<file path="src/rtl/router_pkg.sv">
// Shared types and header field positions for the 1x3 router ingress.
// Imported by the ingress controller and its per-port watchdog.
package router_pkg;

  localparam int NUM_PORTS    = 3;
  localparam int HDR_LEN_MSB  = 7;
  localparam int HDR_LEN_LSB  = 2;
  localparam int HDR_ADDR_MSB = 1;
  localparam int HDR_ADDR_LSB = 0;

  localparam logic [1:0] ADDR_INVALID = 2'd3;

  typedef enum logic [2:0] {
    DECODE,
    LFD,
    PAYLOAD,
    PARITY,
    CHECK,
    DROP
  } state_e;

endpackage

</file>
<file path="src/rtl/router_port_wdog.sv">
// Per-port stale-FIFO watchdog: counts unread non-empty cycles and
// emits a one-cycle soft-reset pulse when the count reaches TIMEOUT-1.
module router_port_wdog
  import router_pkg::*;
#(
  parameter int TIMEOUT = 30,
  parameter int TO_W    = 5
) (
  input  logic clk,
  input  logic resetn,
  input  logic vld_i,
  input  logic rd_i,
  output logic sr_o
);

  localparam logic [TO_W-1:0] LAST = TO_W'(TIMEOUT - 1);

  logic [TO_W-1:0] cnt_q, cnt_d;
  logic            sr_q, sr_d;

  always_comb begin
    cnt_d = '0;
    sr_d  = 1'b0;
    if (vld_i && !rd_i) begin
      if (cnt_q == LAST) begin
        sr_d = 1'b1;
      end else begin
        cnt_d = cnt_q + 1'b1;
      end
    end
  end

  always_ff @(posedge clk) begin
    if (!resetn) begin
      cnt_q <= '0;
      sr_q  <= 1'b0;
    end else begin
      cnt_q <= cnt_d;
      sr_q  <= sr_d;
    end
  end

  assign sr_o = sr_q;

endmodule

</file>
<file path="src/rtl/router_ingress_ctrl.sv">
// Router ingress: header decode, FIFO steering, full back-pressure, parity.
// Define ROUTER_TIMEOUT_EN to add per-port stale-FIFO soft reset.
module router_ingress_ctrl
  import router_pkg::*;
#(
  parameter int TIMEOUT = 30,
  parameter int TO_W    = 5
) (
  input  logic                 clk,
  input  logic                 resetn,
  input  logic                 pkt_valid,
  input  logic [7:0]           data_in,
  input  logic [NUM_PORTS-1:0] fifo_full,
  input  logic [NUM_PORTS-1:0] fifo_empty,
  input  logic [NUM_PORTS-1:0] read_en,
  output logic                 busy,
  output logic                 lfd_state,
  output logic [NUM_PORTS-1:0] write_enb,
  output logic [7:0]           data_to_fifo,
  output logic                 err,
  output logic [NUM_PORTS-1:0] vld_out,
  output logic [NUM_PORTS-1:0] soft_reset
);

  state_e     state_q, state_d;
  logic [1:0] addr_q, addr_d;
  logic [5:0] len_q, len_d;
  logic [7:0] par_q, par_d;
  logic [7:0] data_q, data_d;
  logic       wpend_q, wpend_d;
  logic       err_q, err_d;

  logic       in_pkt, stall, abort, accept;
  logic [5:0] hdr_len;
  logic [1:0] hdr_addr;

  assign hdr_len  = data_in[HDR_LEN_MSB:HDR_LEN_LSB];
  assign hdr_addr = data_in[HDR_ADDR_MSB:HDR_ADDR_LSB];

  assign in_pkt = state_q inside {LFD, PAYLOAD, PARITY, CHECK};
  assign stall  = wpend_q & fifo_full[addr_q];
  assign abort  = in_pkt & soft_reset[addr_q];
  assign busy   = (state_q == LFD) | (state_q == CHECK) | stall | abort;
  assign accept = pkt_valid & ~busy;

  assign lfd_state    = (state_q == LFD);
  assign data_to_fifo = data_q;
  assign err          = err_q;
  assign vld_out      = ~fifo_empty;
  assign write_enb    = (wpend_q & ~fifo_full[addr_q] & ~abort)
                      ? (NUM_PORTS'(1) << addr_q) : '0;

  always_comb begin
    state_d = state_q;
    addr_d  = addr_q;
    len_d   = len_q;
    par_d   = par_q;
    err_d   = err_q;
    data_d  = accept ? data_in : data_q;
    wpend_d = stall;
    if (abort) begin
      // len_q already counts the bytes left before the parity byte
      wpend_d = 1'b0;
      state_d = (state_q == CHECK) ? DECODE : DROP;
    end else begin
      unique case (state_q)
        DECODE: if (accept) begin
          len_d = hdr_len;
          if (hdr_addr == ADDR_INVALID) begin
            state_d = DROP;
          end else begin
            addr_d  = hdr_addr;
            par_d   = data_in;
            err_d   = 1'b0;
            state_d = LFD;
          end
        end
        LFD: begin
          wpend_d = 1'b1;
          state_d = (len_q == '0) ? PARITY : PAYLOAD;
        end
        PAYLOAD: if (accept) begin
          wpend_d = 1'b1;
          par_d   = par_q ^ data_in;
          len_d   = len_q - 6'd1;
          if (len_q == 6'd1) state_d = PARITY;
        end
        PARITY: if (accept) begin
          wpend_d = 1'b1;
          par_d   = par_q ^ data_in;
          state_d = CHECK;
        end
        CHECK: if (!stall) begin
          err_d   = |par_q;
          state_d = DECODE;
        end
        DROP: if (accept) begin
          if (len_q == '0) state_d = DECODE;
          else len_d = len_q - 6'd1;
        end
        default: state_d = DECODE;
      endcase
    end
  end

  always_ff @(posedge clk) begin
    if (!resetn) begin
      state_q <= DECODE;
      addr_q  <= '0;
      len_q   <= '0;
      par_q   <= '0;
      data_q  <= '0;
      wpend_q <= 1'b0;
      err_q   <= 1'b0;
    end else begin
      state_q <= state_d;
      addr_q  <= addr_d;
      len_q   <= len_d;
      par_q   <= par_d;
      data_q  <= data_d;
      wpend_q <= wpend_d;
      err_q   <= err_d;
    end
  end

`ifdef ROUTER_TIMEOUT_EN
  for (genvar i = 0; i < NUM_PORTS; i++) begin : g_wdog
    router_port_wdog #(
      .TIMEOUT(TIMEOUT),
      .TO_W   (TO_W)
    ) u_wdog (
      .clk   (clk),
      .resetn(resetn),
      .vld_i (vld_out[i]),
      .rd_i  (read_en[i]),
      .sr_o  (soft_reset[i])
    );
  end
`else
  localparam int unused_cfg = TIMEOUT + TO_W;
  logic unused_rd;
  assign unused_rd  = ^read_en;
  assign soft_reset = '0;
`endif

endmodule

</file>
<file path="config.mk">
export PLATFORM = sky130hd
export DESIGN_NAME = router_ingress_ctrl
export DESIGN_NICKNAME = d
export VERILOG_FILES = /design/src/rtl/router_pkg.sv /design/src/rtl/router_port_wdog.sv /design/src/rtl/router_ingress_ctrl.sv
export SDC_FILE = /design/constraint.sdc
export NUM_CORES = 1
export LEC_CHECK = 0
export ABC_AREA = 1
export CORE_MARGIN = 1.5
export CORE_UTILIZATION = 52
export CTS_BUF_LIST = sky130_fd_sc_hd__clkbuf_4 sky130_fd_sc_hd__clkbuf_8
export DETAILED_ROUTE_END_ITERATION = 7
export PLACE_DENSITY = 0.83
export SYNTH_ARGS = -nofsm -noshare
export SYNTH_HDL_FRONTEND = slang
export SYNTH_SLANG_ARGS = --single-unit
</file>
<file path="constraint.sdc">
create_clock -name clk -period 2.05 [get_ports clk]
set_input_delay 0.615 -clock clk [delete_from_list [all_inputs] [get_ports clk]]
set_output_delay 0.615 -clock clk [all_outputs]
set_load 0.02 [all_outputs]
</file>
==> flow_summary.toml, run 1 <==
[synthesis]
synth_seq_cells = 29
ys.flop_type = "sky130_fd_sc_hd__dfxtp_1"
post-synth-top-count-cell = "sky130_fd_sc_hd__nand2_1"
synth_commonest_cells = "sky130_fd_sc_hd__nand2_1 (63), sky130_fd_sc_hd__inv_1 (38), sky130_fd_sc_hd__dfxtp_1 (29)"
synth-seq-area-share_pct = 33.1
synth_top_cell_area_share_pct = 33.1
async_flop_share_pct = 0
post_synth_cell_types = 28
ys_warn_count = 0
synth.largest_area_cell = "sky130_fd_sc_hd__dfxtp_1"
cell_area_after_technology_mapping_sq_um = 1750
post_synth_inst_count = 260
synth_edf_count = 0
synth_area_leaders = "sky130_fd_sc_hd__dfxtp_1 (33%), sky130_fd_sc_hd__nand2_1 (13%), sky130_fd_sc_hd__inv_1 (8.1%)"
synth_area_per_inst_sq_um = 6.74

[die]
floorplan.die.height_microns = 61.1
placeable_core_region_sq_um = 3130
die_width_microns = 61.1
io_pins = 40
start_util_pct = 56.0
design.die.area_sq_um = 3730
rows = 20

[cts]
clkTransAtPathRegs_ps = 80
ctsLongestPathBuffers = 2
cts-buffers-inserted = 5
tritoncts_clock_tree = "yes"
clk_latency_ps = 330
hold_buffer_count_at_cts = 0
tritoncts_num_sinks = 29
ctsHtreeMaxLevel = 2
clock-root-buffer = "sky130_fd_sc_hd__clkbuf_4"

[layout]
fillerInstances = 245
post_layout_nets = 338
antenna-diode-count = 0
synthToLayoutAreaGrowth_pct = 34.3
drive_above_1_share_pct = 17.5
stdcell_area_sq_um = 2350
layout.core_utilization_pct = 75.3

[timing]
final_tns_setup_ps = 0
rsz0062_at_grt = "true"
hold_viol = 0
finalSetupViolCount = 0
layout_setup_ws_ps = 3.92
period_minus_slack_ps = 2050
drv_slew = 0
finClkSkew_ps = 6.39
final.period_utilization_pct = 99.8
max_freq_ghz = 0.489

[route]
drt_pre_antenna_iters = 4
via_per_inst = 5.09
routed_wire_length_per_instance_microns = 12.1
detailroute.via_count = 1826
route.detailed.drc = 0
dr.first_iter.drc_count = 69
wirelength_microns = 4350
route.antenna.remaining_nets = 0

[setup_path]
critPathKind = "in -> out"
worst-path-max-fanout = 3
timing.rr.start = "state_q[2]"
launching_element_of_the_worst_setup_path = "fifo_full[0]"
cp-start-kind = "input port"
worst_ep_arrival_time_ps = 1430
end_kind = "primary output"
critical_path_required_ps = 1430

[placement]
gpl.final_weighted_congestion = 0.847
dpl_cell_area_sq_um = 2260
placement.io_buffers = 33
hpwlAfterDp_microns = 3170
pre_cts_ws_ps = -684

[min_path]
min-delay-path-class = "reg -> reg"
min-delay-start = "data_to_fifo[3]"

[pwr]
power.leakage_nw = 1.11
irDropWorstVdd_mv = 0.902
p_per_area_nw_per_um2 = 1520

[global_routing]
grt_start_max_net_pins = 21
grt_antenna_before_repair = 0
grt_usage_pct = 25.3
grt_remaining_overflow = 0
grt_first_pass_wirelength_microns = 6910
grt_pass1_vias = 1636

[status]
outcome = "completed"

[job]
number_of_violations_of_the_max_capacitance_limit = 0
[per-stage QoR]
stage	hold WS [ps]	power, mW	cells
finish	464	3.59	359
global route	483	3.91	359
CTS	466	3.56	357
detailed placement	452	3.16	349
global placement	452	3.10	349
floorplan	474	2.42	262
[kinds of logic (layout without fill, tap and decap cells)]
logic type / count (synthesis) / count (layout) / synth area share, %
AO/OA/AOI/OAI: 44 / 44 / 14.9
XOR/XNOR: 11 / 11 / 5.50
flip-flops: 29 / 29 / 33.1
adder cells (fa/ha/maj): 3 / 3 / 2.14
other: 1 / 3 / 0.214
multiplexers: 3 / 3 / 1.71
buffers and inverters: 54 / 107 / 13.6
AND/OR/NAND/NOR: 115 / 115 / 28.8
[worst max-delay path: stages]
cell and delay, ps:
sky130_fd_sc_hd__clkdlybuf4s15_1 190, sky130_fd_sc_hd__nand3_2 100, sky130_fd_sc_hd__nand4_1 140, sky130_fd_sc_hd__nand3b_1 190
sky130_fd_sc_hd__inv_1 80, sky130_fd_sc_hd__buf_6 110
[worst paths after layout]
kind                     end  slack [ps]  depth (start not counted)
max             write_enb[2]           4                          6
min          data_to_fifo[3]         460                          2
max reg2reg         len_q[0]         300                         10
min reg2reg  data_to_fifo[3]         460                          2
[power breakdown]
group / total, mW / internal [mW] / leakage [nW] / switching (mW)
sequential: 0.935 / 0.785 / 0.239 / 0.149
clock: 0.371 / 0.175 / 0.0348 / 0.196
combinational: 2.28 / 0.966 / 0.832 / 1.32
[per-layer routing]
metal | global-route usage (%) | up-vias | part of all wire, %
li1 | - | 941 | -
met1 | 30.7 | 838 | 44
met2 | 42.9 | 43 | 50
met3 | 7.77 | 4 | 5.6
met4 | 8.39 | 0 | 0.71
met5 | 0 | - | 0
[layout by cell type, fill, tap and decap left out, types with 4 or more instances in the layout]
master                             n
sky130_fd_sc_hd__inv_1            38
sky130_fd_sc_hd__clkdlybuf4s15_1   5
sky130_fd_sc_hd__nand4_1           4
sky130_fd_sc_hd__o2111ai_1         8
sky130_fd_sc_hd__clkdlybuf4s50_1  22
sky130_fd_sc_hd__nand3_2           5
sky130_fd_sc_hd__a21oi_1          18
sky130_fd_sc_hd__clkbuf_4          6
sky130_fd_sc_hd__buf_4            24
sky130_fd_sc_hd__xor2_1            9
sky130_fd_sc_hd__o21ai_0          14
sky130_fd_sc_hd__nor2_1           20
sky130_fd_sc_hd__dfxtp_1          26
sky130_fd_sc_hd__nand3_1          13
sky130_fd_sc_hd__nand2_1          63
[sequential cells by signal (all words and copies together) (netlist names)]
register	cells
err	1
addr_q	2
state_q	3
data_to_fifo	8
par_q	8
wpend_q	1
len_q	6
[final cells by class]
| type | instances | area, sq um | share of cell area, % |
|---|---|---|---|
| clock buffer | 7 | 58.8 | 2.50 |
| sequential | 29 | 584 | 24.8 |
| tap | 44 | 55.1 | 2.34 |
| multi-input combinational | 179 | 962 | 40.9 |
| timing repair buffer | 59 | 541 | 23.0 |
| inverter | 41 | 154 | 6.54 |
[timing repair]
action / in CTS / in global routing
pin swaps: 5 / 2
setup endpoints to repair: 8 / 5
resized for setup: 37 / 4
buffers inserted: 1 / 2
Note: power is estimated with default switching activity, not from simulation.
==> inputs of run 2 (changes only) <==
- RECOVER_POWER: default -> 50
==> run 2 against run 1 <==
First-iteration DRC count is 19% lower. Global-route usage stayed put. Via count is 0.11% lower. Sequential share of layout area is 0.24 points higher. Final cell count stayed put. Utilization is 0.72 points lower. Highest routed layer unchanged. Routed wire length is 0.14% higher. Count of clock-buffer cells in the layout stayed put. Critical path depth stayed put. Critical path type unchanged. Flip-flop and latch count stayed put. Die area stayed put. Power is 1.4% lower.
==> flow_summary.toml, run 2 (synthesis gave the netlist of run 1 again) <==
[status]
outcome = "completed"

[cts]
ctsLongestPathBuffers = 2
clkTransAtPathRegs_ps = 80
clk_latency_ps = 330
clock-root-buffer = "sky130_fd_sc_hd__clkbuf_4"
tritoncts_clock_tree = "yes"
tritoncts_num_sinks = 29
ctsHtreeMaxLevel = 2
cts-buffers-inserted = 5

[global_routing]
grt_usage_pct = 25.3
grt_first_pass_wirelength_microns = 6910
grt_start_max_net_pins = 21
grt_remaining_overflow = 0
grt_pass1_vias = 1636
grt_antenna_before_repair = 0

[job]
number_of_violations_of_the_max_capacitance_limit = 0

[setup_path]
cpLargestDelayFamily = "simple AND/OR/NAND/NOR gates"
end_kind = "primary output"
worst_ep_arrival_time_ps = 1430
worst-path-max-fanout = 3
worstPathBufferInverterCount = 3
cp_cell_sequence = "clkdlybuf4s15_1 > nand3_2 > nand4_1 > nand3b_1 > inv_1 > buf_6"
critical_path_required_ps = 1430
critPathKind = "in -> out"
crit_slowest_cell = "sky130_fd_sc_hd__clkdlybuf4s15_1"
timing.critical_path.slowest_cell_delay_ps = 190
cp-start-kind = "input port"

[timing]
max_freq_ghz = 0.489
period_minus_slack_ps = 2050
final.period_utilization_pct = 99.8
drv_slew = 0
hold_viol = 0
layout_setup_ws_ps = 3.15
finClkSkew_ps = 6.96
finalSetupViolCount = 0
rsz0062_at_grt = "true"

[die]
placeable_core_region_sq_um = 3130
start_util_pct = 56.0
rows = 20
die_width_microns = 61.1
design.die.area_sq_um = 3730
io_pins = 40
floorplan.die.height_microns = 61.1

[pwr]
p_per_area_nw_per_um2 = 1520
power.leakage_nw = 1.10
irDropWorstVdd_mv = 0.883

[layout]
post_layout_nets = 338
synthToLayoutAreaGrowth_pct = 33.0
drive_above_1_share_pct = 16.2
antenna-diode-count = 0
layout.core_utilization_pct = 74.6
layout_commonest_cell = "sky130_fd_sc_hd__nand2_1"
commonest_non_fill_non_tap_cells_in_the_layout = "sky130_fd_sc_hd__nand2_1 (64), sky130_fd_sc_hd__inv_1 (39), sky130_fd_sc_hd__dfxtp_1 (26), sky130_fd_sc_hd__clkdlybuf4s50_1 (22), sky130_fd_sc_hd__buf_4 (22)"
stdcell_area_sq_um = 2330

[route]
via_per_inst = 5.08
dr.first_iter.drc_count = 56
detailroute.via_count = 1824
route.detailed.drc = 0
routed_wire_length_per_instance_microns = 12.1
wirelength_microns = 4360
route.antenna.remaining_nets = 0
drt_pre_antenna_iters = 4

[min_path]
min-delay-path-class = "reg -> reg"

[placement]
gpl.final_weighted_congestion = 0.847
dpl_cell_area_sq_um = 2260
hpwlAfterDp_microns = 3170
placement.io_buffers = 33
pre_cts_ws_ps = -684
run 2: final cells by class:
| cell class | count | area, sq um |
|---|---|---|
| multi-input combinational | 179 | 960 |
| fill | 250 | 796 |
| sequential | 29 | 584 |
| timing repair buffer | 59 | 520 |
| inverter | 41 | 154 |
| clock buffer | 7 | 58.8 |
| tap | 44 | 55.1 |
run 2: worst min-delay path, cell delays in order (launching register included):
cell and delay [ps]:
sky130_fd_sc_hd__dfxtp_1 320, sky130_fd_sc_hd__nand2_1 60, sky130_fd_sc_hd__a21oi_1 50
run 2: per-layer routing:
layer / vias up / global-route usage [%] / share of wire [%]
li1: 940 / - / -
met1: 831 / 30.7 / 44
met2: 46 / 42.9 / 49
met3: 7 / 7.77 / 5.9
met4: 0 / 8.39 / 1.2
met5: - / 0 / 0
run 2: power by group:
part	switching (mW)	internal (mW)	total (mW)
Combinational	1.31	0.922	2.23
Clock	0.199	0.175	0.373
Sequential	0.149	0.785	0.935
run 2: stage by stage:
stage | cells | total power [mW] | hold WS (ps) | setup TNS (ps)
floorplan | 262 | 2.42 | 474 | 0
finish | 359 | 3.54 | 465 | 0
detailed placement | 349 | 3.16 | 452 | -8220
global route | 359 | 3.85 | 483 | -137
global placement | 349 | 3.10 | 452 | -5940
CTS | 357 | 3.56 | 466 | 0
run 2: timing repair:
action / in CTS / in global routing
hold buffers: 0 / 0
pin swaps: 5 / 2
cloned: 0 / 0
gates resized for setup: 37 / 4
buffers inserted: 1 / 2
endpoints found under the setup margin: 8 / 5
run 2: final timing paths:
check        depth (start not counted)         endpoint  slack [ps]            start
min reg2reg                          2  data_to_fifo[3]         460  data_to_fifo[3]
min                                  2  data_to_fifo[3]         460  data_to_fifo[3]
max reg2reg                         12         par_q[3]         180       state_q[2]
max                                  6     write_enb[2]           3     fifo_full[0]
==> inputs of run 3 (changes only) <==
- CORE_UTILIZATION: 52 -> 56
- PLACE_DENSITY: 0.83 -> 0.89
- clock period: 2.05 -> 2.4 ns (I/O delays scaled with it)
==> run 3 against run 2 <==
Die area is 6.8% lower. Final cell count decreased by 6.1%. Register-to-register slack improved by 230 ps. Power fell by 20%. Combinational power fell by 24%. Utilization is 2.3 points lower. Clock skew is 3.0 ps higher. Critical path type unchanged. Critical endpoint is now write_enb[1]. Largest cell class unchanged.
==> flow_summary.toml, run 3 (synthesis gave the netlist of run 1 again) <==
[status]
outcome = "completed"

[setup_path]
crit_slowest_cell = "sky130_fd_sc_hd__dlygate4sd2_1"
critPathKind = "in -> out"
cp.depth = 5
worstPathBufferInverterCount = 2
cp-start-kind = "input port"
launching_element_of_the_worst_setup_path = "fifo_full[0]"
worst_r2r_endpoint = "par_q[7]"
worst_ep_arrival_time_ps = 1560
timing.rr.start = "addr_q[1]"
cp_cell_sequence = "dlygate4sd2_1 > nand3_2 > nand4_1 > nor3_1 > buf_2"
cpLargestDelayFamily = "buffers and inverters"
timing.critical_path.slowest_cell_delay_ps = 250
timing.reg2reg.setup_slack_ps = 410
worst-path-max-fanout = 3
critical_path_required_ps = 1680
end_kind = "primary output"
worst_r2r_path_depth = 11

[cts]
clk_latency_ps = 330
ctsHtreeMaxLevel = 2
cts-buffers-inserted = 5
clkTransAtPathRegs_ps = 90
cts_setup_buffers = 0
clock-root-buffer = "sky130_fd_sc_hd__clkbuf_4"
ctsLongestPathBuffers = 2
tritoncts_clock_tree = "yes"
tritoncts_num_sinks = 29
hold_buffer_count_at_cts = 0

[min_path]
min-delay-path-class = "reg -> reg"
holdPathStages = 2
min-delay-start = "data_to_fifo[2]"
hold_end = "data_to_fifo[2]"

[route]
dr.first_iter.drc_count = 57
route.antenna.remaining_nets = 0
drt_pre_antenna_iters = 5
via_per_inst = 5.46
route.detailed.drc = 0
wirelength_microns = 4220
routed_wire_length_per_instance_microns = 12.5
detailroute.via_count = 1839

[layout]
multi_input_comb_area_sq_um = 940
register_cell_area_after_layout_sq_um = 581
antenna-diode-count = 0
stdcell_area_sq_um = 2170
layout.core_utilization_pct = 72.3
post_layout_nets = 326
commonest_non_fill_non_tap_cells_in_the_layout = "sky130_fd_sc_hd__nand2_1 (65), sky130_fd_sc_hd__inv_1 (38), sky130_fd_sc_hd__dfxtp_1 (29), sky130_fd_sc_hd__nor2_1 (21), sky130_fd_sc_hd__clkdlybuf4s50_1 (21)"
fillerInstances = 265
drive_above_1_share_pct = 10.2
synthToLayoutAreaGrowth_pct = 23.8
layout_commonest_cell = "sky130_fd_sc_hd__nand2_1"

[global_routing]
grt_remaining_overflow = 0
grt_usage_pct = 26.7
grt_pass1_vias = 1637
grt_first_pass_wirelength_microns = 6970
grt_antenna_before_repair = 0
grt_start_max_net_pins = 21

[timing]
whs_ps = 469
period_minus_slack_ps = 2280
final.period_utilization_pct = 95.2
finClkSkew_ps = 9.95
finalSetupViolCount = 0
max_freq_ghz = 0.438
rsz0062_at_grt = "false"
drv_slew = 0
hold_viol = 0

[placement]
hpwlAfterDp_microns = 2970
dpl_cell_area_sq_um = 2150
placement.io_buffers = 33
gpl.final_weighted_congestion = 0.821

[die]
start_util_pct = 58.4
placeable_core_region_sq_um = 3000
die_width_microns = 59.0
io_pins = 40
design.die.area_sq_um = 3480
rows = 20
floorplan.die.height_microns = 59.0

[pwr]
p_per_area_nw_per_um2 = 1300
irDropWorstVdd_mv = 0.689
power.leakage_nw = 1.03

[job]
number_of_violations_of_the_max_capacitance_limit = 0
run 3: layout make-up:
type,instances,area share [%]
Tap cell,33,1.90
Clock buffer,8,2.77
Timing Repair Buffer,47,18.2
Sequential cell,29,26.8
Multi-Input combinational cell,179,43.3
Inverter,41,7.09
run 3: worst max path at each step:
stage,to
after floorplan,write_enb[0]
after global placement,write_enb[2]
after detailed placement,write_enb[2]
after CTS,lfd_state
after global routing,write_enb[2]
final,write_enb[1]
run 3: per-layer routing:
layer	track usage [%]	vias up	routed length (microns)
met1	30.2	848	1730
li1	-	920	-
met5	0	-	0
met3	7.03	8	245
met2	46.7	63	2170
met4	11.7	0	78
run 3: through the flow:
stage | setup TNS, ps | cells | total power, mW | setup WS (ps)
after detailed placement | -2340 | 329 | 2.57 | -498
after floorplan | 0 | 262 | 2.06 | 287
final | 0 | 337 | 2.83 | 115
after CTS | 0 | 337 | 2.90 | 20.4
after global placement | -1970 | 329 | 2.51 | -479
after global routing | 0 | 337 | 3.07 | 72.0
run 3: where the power goes:
part / internal (mW) / total [mW] / switching [mW]
Combinational: 0.640 / 1.70 / 1.06
Sequential: 0.666 / 0.802 / 0.135
Clock: 0.150 / 0.322 / 0.172
Total: 1.46 / 2.83 / 1.37
run 3: tightest hold or removal path: stages (launching register included):
cell,delay (ps)
sky130_fd_sc_hd__dfxtp_1,320
sky130_fd_sc_hd__nand2_1,60
sky130_fd_sc_hd__a21oi_1,50
run 3: what timing repair did:
item / 4_1_cts / 5_1_grt
endpoints found under the setup margin: 7 / 1
gates resized for setup: 29 / 1
pin swaps: 5 / 0
endpoints found under the hold margin: 0 / 0
